File: config.mk
export PLATFORM = sky130hd
export DESIGN_NAME = mem_port_arbiter
export DESIGN_NICKNAME = d
export VERILOG_FILES = /design/src/rtl/mem_port_arbiter.sv
export SDC_FILE = /design/constraint.sdc
export NUM_CORES = 1
export LEC_CHECK = 0
export ABC_AREA = 1
export CORE_MARGIN = 2
export CORE_UTILIZATION = 44
export DETAILED_ROUTE_END_ITERATION = 8
export PLACE_DENSITY_LB_ADDON = 0.12
export SLEW_MARGIN = 25
export SYNTH_ARGS = -nofsm -noshare
export SYNTH_HDL_FRONTEND = slang
export SYNTH_SLANG_ARGS = --single-unit
File: constraint.sdc
create_clock -name clk -period 3.52 [get_ports clk]
set_input_delay 0.528 -clock clk [delete_from_list [all_inputs] [get_ports clk]]
set_output_delay 0.528 -clock clk [all_outputs]
set_load 0.02 [all_outputs]
File: src/rtl/mem_port_arbiter.sv
// mem_port_arbiter: shares the unified I/D memory port, data over fetch,
// and runs each access for LAT cycles before a one-cycle ack.
module mem_port_arbiter #(
  parameter int AW  = 16,
  parameter int DW  = 16,
  parameter int LAT = 2
) (
  input  logic          clk,
  input  logic          rst,
  input  logic          if_req,
  input  logic [AW-1:0] if_addr,
  output logic [DW-1:0] if_rdata,
  output logic          if_ack,
  input  logic          d_req,
  input  logic          d_wr_n,
  input  logic [AW-1:0] d_addr,
  input  logic [DW-1:0] d_wdata,
  output logic [DW-1:0] d_rdata,
  output logic          d_ack,
  output logic          mem_en,
  output logic          mem_wr_n,
  output logic [AW-1:0] mem_addr,
  output logic [DW-1:0] mem_wdata,
  input  logic [DW-1:0] mem_rdata,
  output logic          busy,
  output logic          owner
);

  typedef enum logic {
    IDLE = 1'b0,
    BUSY = 1'b1
  } state_t;

  localparam logic [3:0] CNT_LAST = 4'(LAT - 1);

  state_t          state_q, state_d;
  logic [3:0]      cnt_q, cnt_d;
  logic            owner_q, owner_d;
  logic            mem_en_q, mem_en_d;
  logic            mem_wr_n_q, mem_wr_n_d;
  logic [AW-1:0]   mem_addr_q, mem_addr_d;
  logic [DW-1:0]   mem_wdata_q, mem_wdata_d;
  logic [DW-1:0]   if_rdata_q, if_rdata_d;
  logic [DW-1:0]   d_rdata_q, d_rdata_d;
  logic            if_ack_q, if_ack_d;
  logic            d_ack_q, d_ack_d;

  // A requester still holding req in its ack cycle is already served.
  logic d_go;
  logic if_go;
  assign d_go  = d_req & ~d_ack_q;
  assign if_go = if_req & ~if_ack_q;

  always_comb begin
    state_d     = state_q;
    cnt_d       = cnt_q;
    owner_d     = owner_q;
    mem_en_d    = mem_en_q;
    mem_wr_n_d  = mem_wr_n_q;
    mem_addr_d  = mem_addr_q;
    mem_wdata_d = mem_wdata_q;
    if_rdata_d  = if_rdata_q;
    d_rdata_d   = d_rdata_q;
    if_ack_d    = 1'b0;
    d_ack_d     = 1'b0;
    unique case (state_q)
      IDLE: begin
        mem_en_d   = 1'b0;
        mem_wr_n_d = 1'b1;
        if (d_go) begin
          mem_addr_d  = d_addr;
          mem_wdata_d = d_wdata;
          mem_wr_n_d  = d_wr_n;
          owner_d     = 1'b1;
          mem_en_d    = 1'b1;
          cnt_d       = CNT_LAST;
          state_d     = BUSY;
        end else if (if_go) begin
          mem_addr_d = if_addr;
          mem_wr_n_d = 1'b1;
          owner_d    = 1'b0;
          mem_en_d   = 1'b1;
          cnt_d      = CNT_LAST;
          state_d    = BUSY;
        end
      end
      BUSY: begin
        if (cnt_q != 4'd0) begin
          cnt_d = cnt_q - 4'd1;
        end else begin
          if (!owner_q) begin
            if_rdata_d = mem_rdata;
            if_ack_d   = 1'b1;
          end else begin
            if (mem_wr_n_q) d_rdata_d = mem_rdata;
            d_ack_d = 1'b1;
          end
          mem_en_d   = 1'b0;
          mem_wr_n_d = 1'b1;
          state_d    = IDLE;
        end
      end
      default: state_d = IDLE;
    endcase
  end

  always_ff @(posedge clk) begin
    if (rst) begin
      state_q     <= IDLE;
      cnt_q       <= 4'd0;
      owner_q     <= 1'b0;
      mem_en_q    <= 1'b0;
      mem_wr_n_q  <= 1'b1;
      mem_addr_q  <= '0;
      mem_wdata_q <= '0;
      if_rdata_q  <= '0;
      d_rdata_q   <= '0;
      if_ack_q    <= 1'b0;
      d_ack_q     <= 1'b0;
    end else begin
      state_q     <= state_d;
      cnt_q       <= cnt_d;
      owner_q     <= owner_d;
      mem_en_q    <= mem_en_d;
      mem_wr_n_q  <= mem_wr_n_d;
      mem_addr_q  <= mem_addr_d;
      mem_wdata_q <= mem_wdata_d;
      if_rdata_q  <= if_rdata_d;
      d_rdata_q   <= d_rdata_d;
      if_ack_q    <= if_ack_d;
      d_ack_q     <= d_ack_d;
    end
  end

  assign if_rdata  = if_rdata_q;
  assign if_ack    = if_ack_q;
  assign d_rdata   = d_rdata_q;
  assign d_ack     = d_ack_q;
  assign mem_en    = mem_en_q;
  assign mem_wr_n  = mem_wr_n_q;
  assign mem_addr  = mem_addr_q;
  assign mem_wdata = mem_wdata_q;
  assign busy      = (state_q == BUSY);
  assign owner     = owner_q;

endmodule

==> impl_metrics.toml <==
[grt]
grt_antenna_before_repair = 0
gr-total-overflow = 0
grt.busiest_layer = "met2"
grt_pass1_wl_um = 12100
grtUsageMet1_pct = 23.3
grt_usage_pct = 20.6
met3_usage_pct = 6.83
grt_pass1_vias = 2705
grt_max_degree = 41
grtUsageMet2_pct = 35.9

[hold_path]
hp-class = "reg -> reg"

[cts]
max-clock-path-buffers = 2
cts_made_buffers = 9
clock_latency_ns = 0.33
cts-root-buf = "clkbuf_8"
clk_pin_slew_ns = 0.08
post_cts_buffers = 0
cts_resized = 0
cts-hold-fix-buffers = 0
cts.htree.levels = 3
tritoncts = "built"
clkSinkCount = 74

[power]
peakVddDrop_mv = 0.349
power_density_nw_per_um2 = 476
p_int_mw = 1.54
swShare_pct = 28.3
clockPowerShare_pct = 33.3
p_total_mw = 2.14
pwr-share-seq_pct = 43.5
power.leakage_nw = 1.74
switchingPower_mw = 0.607
combPwrFrac_pct = 23.2

[die]
pin_count = 139
rows = 29
die_area_um2 = 7340
die_w_um = 85.7
core_um2 = 6390
die_h_um = 85.7
start_util_pct = 45.9

[drt]
wl_um = 7650
drtIter0Drc = 120
firstDrtPassIters = 5
drc_errors = 0
vias = 2917
ant_nets = 0
vias_per_cell = 4.88
avgRoutedWirePerCell_um = 12.8

[sta]
fmax_mhz = 437
hold_viol_final = 0
tightest_slew_ns = 0.737
min_period_ns = 2.29
fin_setup_tns_ns = 0
setup_viol = 0
setup_slack_ns = 1.23
drv_slew = 0
period_share_pct = 65.1
slew_headroom_pct = 50.8
hold_slack_ns = 0.466
rsz0062_at_grt = "no"
clock_skew_ns = 0.00971

[final_layout]
stdcell_area_um2 = 4510
area_growth_pct = 53.6
layout.cells.non_filler = 598
final_nets = 587
drive_gt1_share_pct = 5.76
diodes = 0
fin_util_pct = 70.6

[logic_synthesis]
yosysSeqAreaShare_pct = 50.5
yosys_register_bits = 74
syn-num-nets = 460
syn-cell-area_um2 = 2930
syn_inst = 390
yosys_warnings = 0
ys_types = 27
syn_avg_cell_area_um2 = 7.52

[placed_design]
placed_cells = 583
post-dp-hpwl_um = 5420
placed_cell_area_um2 = 4290
gp_congestion = 0.784
io_buffers = 138
place_ws_ns = 0.875

[critical_path]
crit_fanout = 22
cp-end-kind = "flip-flop"
path_delay_family = "simple AND/OR/NAND/NOR gates"
cp.arrival_ns = 2.56
worstPathRequired_ns = 3.79
path_cells = "clkdlybuf4s50_1 -> nand2_2 -> nand2_1 -> nand2_1 -> inv_2 -> nor2_1 -> nand2_1 -> nor2_1"
worst_path_max_delay_cell = "nand2_1"
cp_common_cell = "nand2_1"
crit_type = "in -> reg"
cpPeakStageDelay_ns = 0.56
start_kind = "input pin"
path_buf_inv = 2

[flow_run]
drv_cap = 0

[status]
outcome = "finished clean"
synth_stat cells, drive strengths merged:
cell    count  area share, %
ha          1           0.43
buf        19            3.8
o22ai       1           0.21
inv        10            1.4
o21a        1           0.26
nand3b      1           0.68
nor4        1           0.21
dfxtp      74             50
clkbuf      5           0.64
nand4      16            3.4
clkinv      1           0.13
nor3        1           0.17
a21oi      54            9.3
nor2       39            5.5
nand3      21            3.8
o21ai      16            2.7
nand2     129             17
cell families after synthesis:
group	synth area share [%]
simple gates	30.6
flops	50.5
compound gates	12.5
buf+inv	5.93
fa+ha+maj	0.426
power by group through the flow:
| stage | Combinational (mW) | Sequential, mW | Clock (mW) |
|---|---|---|---|
| 2_1_floorplan | 0.211 | 1.02 | 0 |
| 3_3_place_gp | 0.490 | 0.950 | 0 |
| 4_1_cts | 0.501 | 0.933 | 0.731 |
| 3_5_place_dp | 0.499 | 0.951 | 0 |
| 6_report | 0.497 | 0.933 | 0.714 |
| 5_1_grt | 0.544 | 0.940 | 0.763 |
final timing paths:
check / endpoint / slack (ns) / depth (start not counted) / startpoint
max: cnt_q[3] / 1.23 / 8 / d_req
min: mem_wdata[11] / 0.47 / 2 / mem_wdata[11]
max reg2reg: cnt_q[3] / 1.33 / 6 / busy
min reg2reg: mem_wdata[11] / 0.47 / 2 / mem_wdata[11]
area by class of cell:
type,count,area [um^2]
inverter,11,43.8
multi-input combinational,281,1280
sequential,74,1480
fill,548,1880
timing repair buffer,140,1390
tap,77,96.3
clock inverter,5,78.8
clock buffer,10,138
sequential cells by signal, summed over array words and instances (netlist names):
| name | flops |
|---|---|
| if_rdata | 16 |
| mem_en | 1 |
| cnt_q | 4 |
| mem_addr | 16 |
| d_ack | 1 |
| mem_wr_n | 1 |
| mem_wdata | 16 |
| owner | 1 |
| if_ack | 1 |
| d_rdata | 16 |
| busy | 1 |
worst reg2reg max path, stage by stage, from the launching register on:
cell     delay, ns
dfxtp_1       0.31
inv_1         0.46
nand2_1       0.62
inv_2         0.46
nor2_1        0.11
nand2_1       0.10
nor2_1        0.04
metal layers:
| metal | routed length (um) | up-vias | share of wire [%] |
|---|---|---|---|
| met2 | 3710 | 97 | 48 |
| met1 | 3260 | 1286 | 43 |
| met3 | 645 | 2 | 8.4 |
| met4 | 34 | 0 | 0.44 |
| met5 | 0 | - | 0 |
| li1 | - | 1532 | - |
cell usage in the layout (no fill, tap or decap), types with 2 or more instances in the layout:
cell and instances:
a21oi_1 53, buf_4 2, bufinv_16 2, clkbuf_8 10, clkdlybuf4s50_1 137, clkinv_2 2
dfxtp_1 74, inv_1 6, inv_2 3, nand2_1 125, nand2_2 4, nand3_1 20
nand4_1 16, nor2_1 38, o21ai_0 14, o21ai_1 2
Note: power is estimated with default switching activity, not from simulation.
